### src/rtl/hsb_pkg.sv
// Shared constants for the hazard scoreboard: default geometry, stage indices
// and forward-select encodings.
package hsb_pkg;
  localparam int REG_ADDR_W_DEF = 5;
  localparam int DEPTH_DEF      = 3;

  localparam int STG_E = 1;
  localparam int STG_M = 2;
  localparam int STG_W = 3;

  localparam int FWD_RF = 0;
endpackage

### src/rtl/hsb_port_match.sv
// One read port's view of the scoreboard: youngest in-flight writer of src,
// its stage, and whether its result is still too young to forward.
module hsb_port_match
  import hsb_pkg::*;
#(
  parameter int REG_ADDR_W = REG_ADDR_W_DEF,
  parameter int DEPTH      = DEPTH_DEF,
  parameter int SEL_W      = $clog2(DEPTH + 1)
) (
  input  logic                                 src_en,
  input  logic [REG_ADDR_W-1:0]                src,
  input  logic [DEPTH-1:1]                     vld,
  input  logic [DEPTH-1:1][REG_ADDR_W-1:0]     dest,
  input  logic [DEPTH-1:1][SEL_W-1:0]          rdy,
  output logic                                 hit,
  output logic [SEL_W-1:0]                     stg,
  output logic                                 hazard
);

  // Oldest-to-youngest scan so the lowest matching stage is left standing.
  always_comb begin
    hit    = 1'b0;
    stg    = '0;
    hazard = 1'b0;
    for (int s = DEPTH - 1; s >= 1; s--) begin
      if (src_en && vld[s] && dest[s] == src) begin
        hit    = 1'b1;
        stg    = SEL_W'(s);
        hazard = (s + 1) < int'(rdy[s]);
      end
    end
  end

endmodule

### src/rtl/hazard_scoreboard.sv
// Depth/port-generic stall and forwarding controller for the MIPS pipeline.
// Optional stall counter enabled by defining HSB_PERF_CNT_EN.
module hazard_scoreboard
  import hsb_pkg::*;
#(
  parameter int REG_ADDR_W   = REG_ADDR_W_DEF,
  parameter int NUM_RD_PORTS = 2,
  parameter int DEPTH        = DEPTH_DEF,
  parameter int SEL_W        = $clog2(DEPTH + 1)
`ifdef HSB_PERF_CNT_EN
  ,
  parameter int CNT_W        = 16
`endif
) (
  input  logic                                 clk,
  input  logic                                 reset,
  input  logic                                 valid_d,
  input  logic                                 kill_d,
  input  logic                                 hold,
  input  logic                                 wr_en_d,
  input  logic [REG_ADDR_W-1:0]                dest_d,
  input  logic [SEL_W-1:0]                     rdy_stage_d,
  input  logic [NUM_RD_PORTS*REG_ADDR_W-1:0]   src_d,
  input  logic [NUM_RD_PORTS-1:0]              src_use_d,
  output logic                                 stall_f,
  output logic                                 stall_d,
  output logic                                 flush_e,
  output logic [NUM_RD_PORTS*SEL_W-1:0]        fwd_sel_e
`ifdef HSB_PERF_CNT_EN
  ,
  output logic [CNT_W-1:0]                     stall_cnt
`endif
);

  // Entry DEPTH is never consulted (write-first register file), so only
  // stages E..DEPTH-1 are held.
  logic [DEPTH-1:1]                     vld_pipe;
  logic [DEPTH-1:1][REG_ADDR_W-1:0]     dest_pipe;
  logic [DEPTH-1:1][SEL_W-1:0]          rdy_pipe;

  logic [NUM_RD_PORTS-1:0]              hit, hazard;
  logic [NUM_RD_PORTS-1:0][SEL_W-1:0]   stg;
  logic                                 d_live, stall, issue, rec;
  logic [SEL_W-1:0]                     rdy_clamp;
  logic [NUM_RD_PORTS*SEL_W-1:0]        fwd_nxt;

  assign d_live = valid_d & ~kill_d;

  genvar p;
  generate
    for (p = 0; p < NUM_RD_PORTS; p++) begin : g_port
      hsb_port_match #(
        .REG_ADDR_W (REG_ADDR_W),
        .DEPTH      (DEPTH),
        .SEL_W      (SEL_W)
      ) u_pm (
        .src_en (src_use_d[p] & d_live),
        .src    (src_d[p*REG_ADDR_W +: REG_ADDR_W]),
        .vld    (vld_pipe),
        .dest   (dest_pipe),
        .rdy    (rdy_pipe),
        .hit    (hit[p]),
        .stg    (stg[p]),
        .hazard (hazard[p])
      );
    end
  endgenerate

  assign stall   = |hazard;
  assign stall_f = hold | stall;
  assign stall_d = hold | stall;
  assign flush_e = ~hold & stall;
  assign issue   = d_live & ~stall;
  assign rec     = issue & wr_en_d & (dest_d != '0);

  always_comb begin
    rdy_clamp = rdy_stage_d;
    if (rdy_stage_d == '0 || int'(rdy_stage_d) > DEPTH) rdy_clamp = SEL_W'(DEPTH);
  end

  always_comb begin
    fwd_nxt = {NUM_RD_PORTS{SEL_W'(FWD_RF)}};
    if (issue) begin
      for (int i = 0; i < NUM_RD_PORTS; i++)
        if (hit[i]) fwd_nxt[i*SEL_W +: SEL_W] = stg[i] + SEL_W'(1);
    end
  end

  always_ff @(posedge clk) begin
    if (reset) begin
      vld_pipe  <= '0;
      fwd_sel_e <= {NUM_RD_PORTS{SEL_W'(FWD_RF)}};
    end else if (!hold) begin
      vld_pipe[STG_E]  <= rec;
      dest_pipe[STG_E] <= dest_d;
      rdy_pipe[STG_E]  <= rdy_clamp;
      for (int s = STG_E + 1; s <= DEPTH - 1; s++) begin
        vld_pipe[s]  <= vld_pipe[s-1];
        dest_pipe[s] <= dest_pipe[s-1];
        rdy_pipe[s]  <= rdy_pipe[s-1];
      end
      fwd_sel_e <= fwd_nxt;
    end
  end

`ifdef HSB_PERF_CNT_EN
  always_ff @(posedge clk) begin
    if (reset) stall_cnt <= '0;
    else if (!hold && stall && stall_cnt != '1) stall_cnt <= stall_cnt + 1'b1;
  end
`endif

endmodule

### config.mk
export PLATFORM = sky130hd
export DESIGN_NAME = hazard_scoreboard
export DESIGN_NICKNAME = d
export VERILOG_FILES = /design/src/rtl/hsb_pkg.sv /design/src/rtl/hsb_port_match.sv /design/src/rtl/hazard_scoreboard.sv
export SDC_FILE = /design/constraint.sdc
export NUM_CORES = 1
export LEC_CHECK = 0
export BUFFER_PORTS_ARGS = -buffer_cell sky130_fd_sc_hd__buf_4
export CAP_MARGIN = 20
export CORE_UTILIZATION = 52
export CTS_BUF_LIST = sky130_fd_sc_hd__clkbuf_2 sky130_fd_sc_hd__clkbuf_4 sky130_fd_sc_hd__clkbuf_8
export DETAILED_ROUTE_END_ITERATION = 6
export PLACE_DENSITY_LB_ADDON = 0.25
export SLEW_MARGIN = 10
export SYNTH_ARGS = -nofsm -noshare
export SYNTH_HDL_FRONTEND = slang
export SYNTH_HIERARCHICAL = 1
export SYNTH_SLANG_ARGS = --single-unit
### constraint.sdc
create_clock -name clk -period 2.33 [get_ports clk]
set_clock_uncertainty 0.15 [all_clocks]
set_input_delay 0.233 -clock clk [delete_from_list [all_inputs] [get_ports clk]]
set_output_delay 0.233 -clock clk [all_outputs]
set_load 0.1 [all_outputs]
==> results.md, run 1 <==
* Area Overhead vs Synth at 44.33%
* Portion of the clock cycle consumed by the worst path in the final layout at 98.41%
* Drt first pass iters at 4
* Data arrival time of the critical path at 1.91 ns
* Cell count after placement at 142
* Die Span X at 45.21 µm
* Ports at 32
* Final Slew Violations at 0
* Hold/Removal Path Class: in2reg
* Relative slew slack at 80.71%
* Crit end category: primary output
* Global-route wire length before repair at 3401 µm
* H-tree levels at 1
* Total number of vias at 793
* Time the worst path needs with I/O delays and setup at 2.293 ns
* Clock tree buffer depth at 2
* Status: completed
* Final number of hold-violating endpoints at 0
* Wirelength per Cell at 14.23 µm
* Actual slew at the worst max-slew pin at 0.2863 ns
* Maximum fanout count along the critical path at 4
* Die area at 2044 µm²
* Insertion delay to the later sink of the worst-skew pair at 0.29 ns
* Top library cells by usage in the layout, fill and taps aside: 31 x sky130_fd_sc_hd__buf_4, 12 x sky130_fd_sc_hd__edfxtp_1, 12 x sky130_fd_sc_hd__xnor2_1
* Number of warnings reported in the yosys synthesis log at 6
* Post-route insts no fill at 154
* Number of max-cap violations at 0
* Weighted congestion reported at the end of routability-driven placement at 0.8387
* DRC violations left at 0
* Placed wire-length estimate at 1560 µm
* Combined global-route utilization of all metal layers at 24.30%
* Number of global-route vias before repair at 778
* Setup total negative slack at 0 ns
* Required time of the critical path at 1.95 ns
* Synthesized netlist net count at 113
* Routed Wire Length at 2192 µm
* Post-route cell area at 1401 µm²
* Via density per instance at 5.149
* Cells after Synth at 88
* Count of clock tree sinks at 18
* RSZ-0062 raised after global routing: yes
* Cell area after placement at 1252 µm²
* Count of port buffers added during placement at 31
* Number of nets with antenna violations after detailed routing at 0
* Synthesized cell area at 970.9 µm²
* Number of nets in the finished design at 155
* Highest clock frequency the design can meet at 436.1 MHz
* Starting density of the core at 55.63%
* Area of the placeable core at 1745 µm²
* Maximum number of pins on one net before global-route repair at 13
* Maximum ir drop on the vdd rail at 471.6 µV
* Clock transition at the register clock pins on the worst setup and hold paths after CTS at 0.11 ns
* Pwr/cell area at 489.0 nW/µm²
* Ant diodes at 0
* Root buffer cell: sky130_fd_sc_hd__clkbuf_4
* Die Ht at 45.21 µm
* Leading cell type in the layout, fill and taps excluded: sky130_fd_sc_hd__buf_4
* Startpoint-to-endpoint class of the critical path: reg2out
* Number of buffers created by CTS at 3
* Post-synthesis average cell area at 11.03 µm²
* 1st-iter DRT viols at 8
* Layout cell share with drive strength beyond 1 at 41.09%
* Initial antenna violation count at 0
* Startpoint type of the worst setup path: register
* Endpoints failing setup at 0
* Total power after layout at 0.6853 mW
* Clock tree from TritonCTS: done
* Congestion Overflow GR at 0
* Standby leakage power at 0.5330 nW
* Count of standard-cell rows at 15
final timing paths:
kind | from | to | slack, ns | depth (start not counted)
worst max-delay path | dest_pipe[4] | flush_e | 0.04 | 7
worst min-delay path | rdy_stage_d[1] | rdy_pipe[0] | 0.05 | 2
worst max register to register | dest_pipe[4] | vld_pipe[1] | 0.41 | 8
worst min register to register | fwd_sel_e[1] | fwd_sel_e[1] | 0.31 | 2
through the flow:
stage          hold WS, ns  worst slack (ns)  utilization (%)
3_5_place_dp        0.2698            0.2152            71.76
6_report           0.05448           0.03715            80.29
2_1_floorplan       0.1819          -0.09016                -
4_1_cts            0.05156         -0.006131            77.92
3_3_place_gp        0.2683            0.2690            71.76
5_1_grt            0.03870          -0.07796            80.29
critical path, stage by stage (launching register included):
cell                       delay (ns)
sky130_fd_sc_hd__edfxtp_1        0.46
sky130_fd_sc_hd__xnor2_1         0.21
sky130_fd_sc_hd__nand4_1         0.15
sky130_fd_sc_hd__nor2_2          0.20
sky130_fd_sc_hd__and3_4          0.25
sky130_fd_sc_hd__nor2_4          0.05
sky130_fd_sc_hd__nor2_4          0.12
sky130_fd_sc_hd__buf_12          0.18
report_power, final:
part	switching [mW]	internal, mW
sequential	0.0110	0.354
combinational	0.0583	0.0659
clock	0.100	0.0954
total	0.170	0.516
what timing repair did:
action                                 CTS  global route
endpoints found under the hold margin   10             0
resized for setup                        1             8
setup endpoints to repair                3             3
hold buffers                             6             0
pin swaps                                1             7
buffers inserted                         1             1
layer usage:
layer,track usage [%],vias up,routed length (µm)
li1,-,396,-
met1,29.53,366,887
met2,40.00,27,1177
met3,4.800,4,85
met4,13.94,0,42
met5,0,-,0
registers in the layout (all words and copies together), names as in the netlist:
name,cells
dest_pipe,10
fwd_sel_e,4
rdy_pipe,2
vld_pipe,2
final cells by class:
type / instances / area, µm²
well taps: 25 / 31.28
flip-flops and latches: 18 / 480.5
clock buffers: 4 / 36.28
fillers: 117 / 344.1
repair buffers: 40 / 335.3
inverters: 1 / 7.507
multi-input cells: 66 / 510.5
Note: power is estimated with default switching activity, not from simulation.
==> inputs of run 2 (changes only) <==
--- a/config.mk
+++ b/config.mk
@@ -7,12 +7,11 @@
 export LEC_CHECK = 0
 export BUFFER_PORTS_ARGS = -buffer_cell sky130_fd_sc_hd__buf_4
 export CAP_MARGIN = 20
-export CORE_UTILIZATION = 52
+export CORE_UTILIZATION = 51
 export CTS_BUF_LIST = sky130_fd_sc_hd__clkbuf_2 sky130_fd_sc_hd__clkbuf_4 sky130_fd_sc_hd__clkbuf_8
 export DETAILED_ROUTE_END_ITERATION = 6
 export PLACE_DENSITY_LB_ADDON = 0.25
 export SLEW_MARGIN = 10
 export SYNTH_ARGS = -nofsm -noshare
 export SYNTH_HDL_FRONTEND = slang
-export SYNTH_HIERARCHICAL = 1
 export SYNTH_SLANG_ARGS = --single-unit
==> run 2 against run 1 <==
Net effect:
- non-clock buffer count up 3
- critical path depth down 1
- core utilization down 0.51 points
- design area down 2.8%
- critical endpoint unchanged
- synthesized area down 4.5%
- the flow now finishes with violations (setup timing)
- count of clock-buffer cells in the layout down 1
==> results.md, run 2 <==
* DRC violations left at 0 (unchanged)
* Status: finished, violations left (was completed)
* Top library cells by usage in the layout, fill and taps aside: 34 x sky130_fd_sc_hd__buf_4, 12 x sky130_fd_sc_hd__edfxtp_1, 11 x sky130_fd_sc_hd__xnor2_1 (was 31 x sky130_fd_sc_hd__buf_4, 12 x sky130_fd_sc_hd__edfxtp_1, 12 x sky130_fd_sc_hd__xnor2_1)
* Synth top area share at 38.87%
* End-of-flow core utilization at 79.78% (was 80.29%)
* Worst path slowest cell: sky130_fd_sc_hd__or4_4 (was sky130_fd_sc_hd__edfxtp_1)
* Clock tree from TritonCTS: done (unchanged)
* Actual slew at the worst max-slew pin at 0.4250 ns (was 0.2863 ns)
* Cells after Synth at 79 (was 88)
* Relative slew slack at 71.40% (was 80.71%)
* Cell depth of the worst setup path at 6 (was 7)
* Leading cell type in the layout, fill and taps excluded: sky130_fd_sc_hd__buf_4 (unchanged)
* Filler Cells Inserted at 110 (was 117)
* Congestion Overflow GR at 0 (unchanged)
* Most flop-heavy register: dest_pipe (unchanged)
* Top cell type by total area after synthesis: sky130_fd_sc_hd__edfxtp_1
* Combined global-route utilization of all metal layers at 24.51% (was 24.30%)
* 1st-iter DRT viols at 18 (was 8)
* Layout cell share with drive strength beyond 1 at 38.40% (was 41.09%)
* Global-route wire length before repair at 3325 µm (was 3401 µm)
* Final number of hold-violating endpoints at 0 (unchanged)
* Root buffer cell: sky130_fd_sc_hd__clkbuf_4 (unchanged)
* Area Overhead vs Synth at 46.96% (was 44.33%)
* Cell chain of the critical path: xnor2_1, nand4_1, or4_4, a21oi_4, and2b_2, buf_12 (was xnor2_1, nand4_1, nor2_2, and3_4, nor2_4, nor2_4, buf_12)
* Number of global-route vias before repair at 790 (was 778)
* Register bit total from synthesis at 18
* Sequential share of the synthesized area at 51.82%
* Final hold slack at 0.04921 ns (was 0.05448 ns)
* Count of port buffers added during placement at 31 (unchanged)
* Startpoint-to-endpoint class of the critical path: reg2out (unchanged)
* Ant diodes at 0 (unchanged)
* Most used flip-flop cell after synthesis: sky130_fd_sc_hd__edfxtp_1
* Portion of the clock cycle consumed by the worst path in the final layout at 107.0% (was 98.41%)
* Via density per instance at 5.273 (was 5.149)
* Crit end category: primary output (unchanged)
* H-tree levels at 1 (unchanged)
* Setup total negative slack at -0.4295 ns (was 0 ns)
* Biggest cell delay along the critical path at 0.47 ns (was 0.46 ns)
* Initial antenna violation count at 0 (unchanged)
* Number of nets in the finished design at 151 (was 155)
* Number of nets with antenna violations after detailed routing at 0 (unchanged)
* Final WS setup at -0.1635 ns (was 0.03715 ns)
* Standby leakage power at 0.5186 nW (was 0.5330 nW)
* Ys async rst share at 0%
* Post-synthesis average cell area at 11.74 µm² (was 11.03 µm²)
* Drt first pass iters at 4 (unchanged)
* Post-route insts no fill at 150 (was 154)
* Largest register FFs at 10 (unchanged)
* Total number of vias at 791 (was 793)
* Number of warnings reported in the yosys synthesis log at 0 (was 6)
* Wirelength per Cell at 14.53 µm (was 14.23 µm)
* Total power after layout at 0.6482 mW (was 0.6853 mW)
* Cell family with most CP delay: simple AND/OR/NAND/NOR gates (unchanged)
* Cell depth of the worst min-delay path at 2 (unchanged)
* Maximum number of pins on one net before global-route repair at 15 (was 13)
* Top post-synthesis cells by area: sky130_fd_sc_hd__edfxtp_1 39%, sky130_fd_sc_hd__dfxtp_1 13%, sky130_fd_sc_hd__xnor2_1 10%
* Pwr/cell area at 475.7 nW/µm² (was 489.0 nW/µm²)
* Maximum fanout count along the critical path at 4 (unchanged)
* Violations in the final reports: setup timing
* Clock tree buffer depth at 2 (unchanged)
* Biggest registers after layout: dest_pipe (10), fwd_sel_e (4) (unchanged)
* Final Slew Violations at 0 (unchanged)
* Number of flops mapped to enable cells by yosys at 12
* Starting density of the core at 54.29% (was 55.63%)
* Ports at 32 (unchanged)
* Area of the placeable core at 1708 µm² (was 1745 µm²)
* Die Span X at 44.64 µm (was 45.21 µm)
* Synthesized cell area at 927.1 µm² (was 970.9 µm²)
* Synthesized netlist net count at 104 (was 113)
* Clock transition at the register clock pins on the worst setup and hold paths after CTS at 0.10 ns (was 0.11 ns)
* Placed wire-length estimate at 1491 µm (was 1560 µm)
* Number of max-cap violations at 0 (unchanged)
* Maximum ir drop on the vdd rail at 375.6 µV (was 471.6 µV)
* Startpoint type of the worst setup path: register (unchanged)
* Die Ht at 44.64 µm (was 45.21 µm)
* Hold/Removal Path Class: in2reg (unchanged)
* Die area at 1992 µm² (was 2044 µm²)
* Insertion delay to the later sink of the worst-skew pair at 0.29 ns (about the same)
* Count of standard-cell rows at 15 (unchanged)
* Library cell with the highest instance count after synthesis: sky130_fd_sc_hd__edfxtp_1
* Time the worst path needs with I/O delays and setup at 2.493 ns (was 2.293 ns)
* Required time of the critical path at 1.95 ns (about the same)
* Multi-input gate area in the final layout at 449.2 µm² (was 510.5 µm²)
* Number of unique standard cell types used by synthesis at 26
* Combined buffer and inverter count along the critical path at 1 (unchanged)
* Commonest cells in the synthesized netlist: 12 x sky130_fd_sc_hd__edfxtp_1, 11 x sky130_fd_sc_hd__xnor2_1, 8 x sky130_fd_sc_hd__xor2_1, 7 x sky130_fd_sc_hd__nand2_1, 6 x sky130_fd_sc_hd__dfxtp_1
* Sequential cell area at 480.5 µm² (unchanged)
* Number of buffers created by CTS at 3 (unchanged)
* Routed Wire Length at 2179 µm (was 2192 µm)
* Number of cell instances on the worst register-to-register path at 7 (was 8)
* Cell count after placement at 135 (was 142)
* Data arrival time of the critical path at 2.11 ns (was 1.91 ns)
* Weighted congestion reported at the end of routability-driven placement at 0.7694 (was 0.8387)
* Highest clock frequency the design can meet at 401.1 MHz (was 436.1 MHz)
* Endpoints failing setup at 3 (was 0)
* Count of clock tree sinks at 18 (unchanged)
* RSZ-0062 raised after global routing: yes (unchanged)
[run 2: cell count changes in the layout (fill, tap and decap cells not counted), sizes merged, moves of 3 or more]
cell and change:
nor2 -6, o21ai +3, a21oi -3, buf +3
nand2 +3, nand4b -3
[run 2: per-stage QoR]
| stage | area (µm²) | setup WS (ns) |
|---|---|---|
| after CTS | 1341 | -0.1463 |
| after detailed placement | 1195 | 0.07182 |
| after floorplan | 930.9 | -0.04905 |
| final | 1363 | -0.1635 |
| after global routing | 1363 | -0.2408 |
| after global placement | 1195 | 0.1025 |
[run 2: cell type report]
class                   instances  share of cell area [%]
multi-input cells              60                   32.97
repair buffers                 43                   27.55
clock inverters                 1                  0.2755
clock buffers                   3                   1.653
flip-flops and latches         18                   35.26
well taps                      25                   2.296
[run 2: path summary, 6_finish.rpt]
check | startpoint | endpoint | slack (ns)
max reg2reg | dest_pipe[3] | fwd_sel_e[3] | 0.33
min reg2reg | fwd_sel_e[0] | fwd_sel_e[0] | 0.30
max | dest_pipe[3] | flush_e | -0.16
min | rdy_stage_d[1] | rdy_pipe[0] | 0.05
[run 2: report_power, final]
part           switching (mW)  internal (mW)  total [mW]  leakage (nW)
logic                  0.0586         0.0665       0.125         0.341
clock network          0.0961         0.0624       0.159        0.0154
registers              0.0103          0.354       0.365         0.163
[run 2: cells by family after synthesis]
| group | after synthesis | share of synthesized area (%) |
|---|---|---|
| and+or+nand+nor | 29 | 18.89 |
| xor gates and xnor gates | 20 | 19.70 |
| buffers and inverters | 1 | 0.8100 |
| DFF | 18 | 51.82 |
| muxes | 1 | 1.080 |
| AOI/OAI and AO/OA | 10 | 7.691 |
[run 2: per-layer routing]
layer	vias to the layer above	GRT usage, %	wire [µm]
li1	377	-	-
met1	361	26.68	882
met2	39	40.29	1034
met3	14	6.531	138
met4	0	18.79	123
met5	-	0	0
[run 2: timing repair]
item,in CTS,in global routing
hold buffers,6,0
gates resized for setup,9,1
hold endpoints to repair,6,0
buffers inserted,3,2
pin swaps,3,1
setup endpoints to repair,3,3
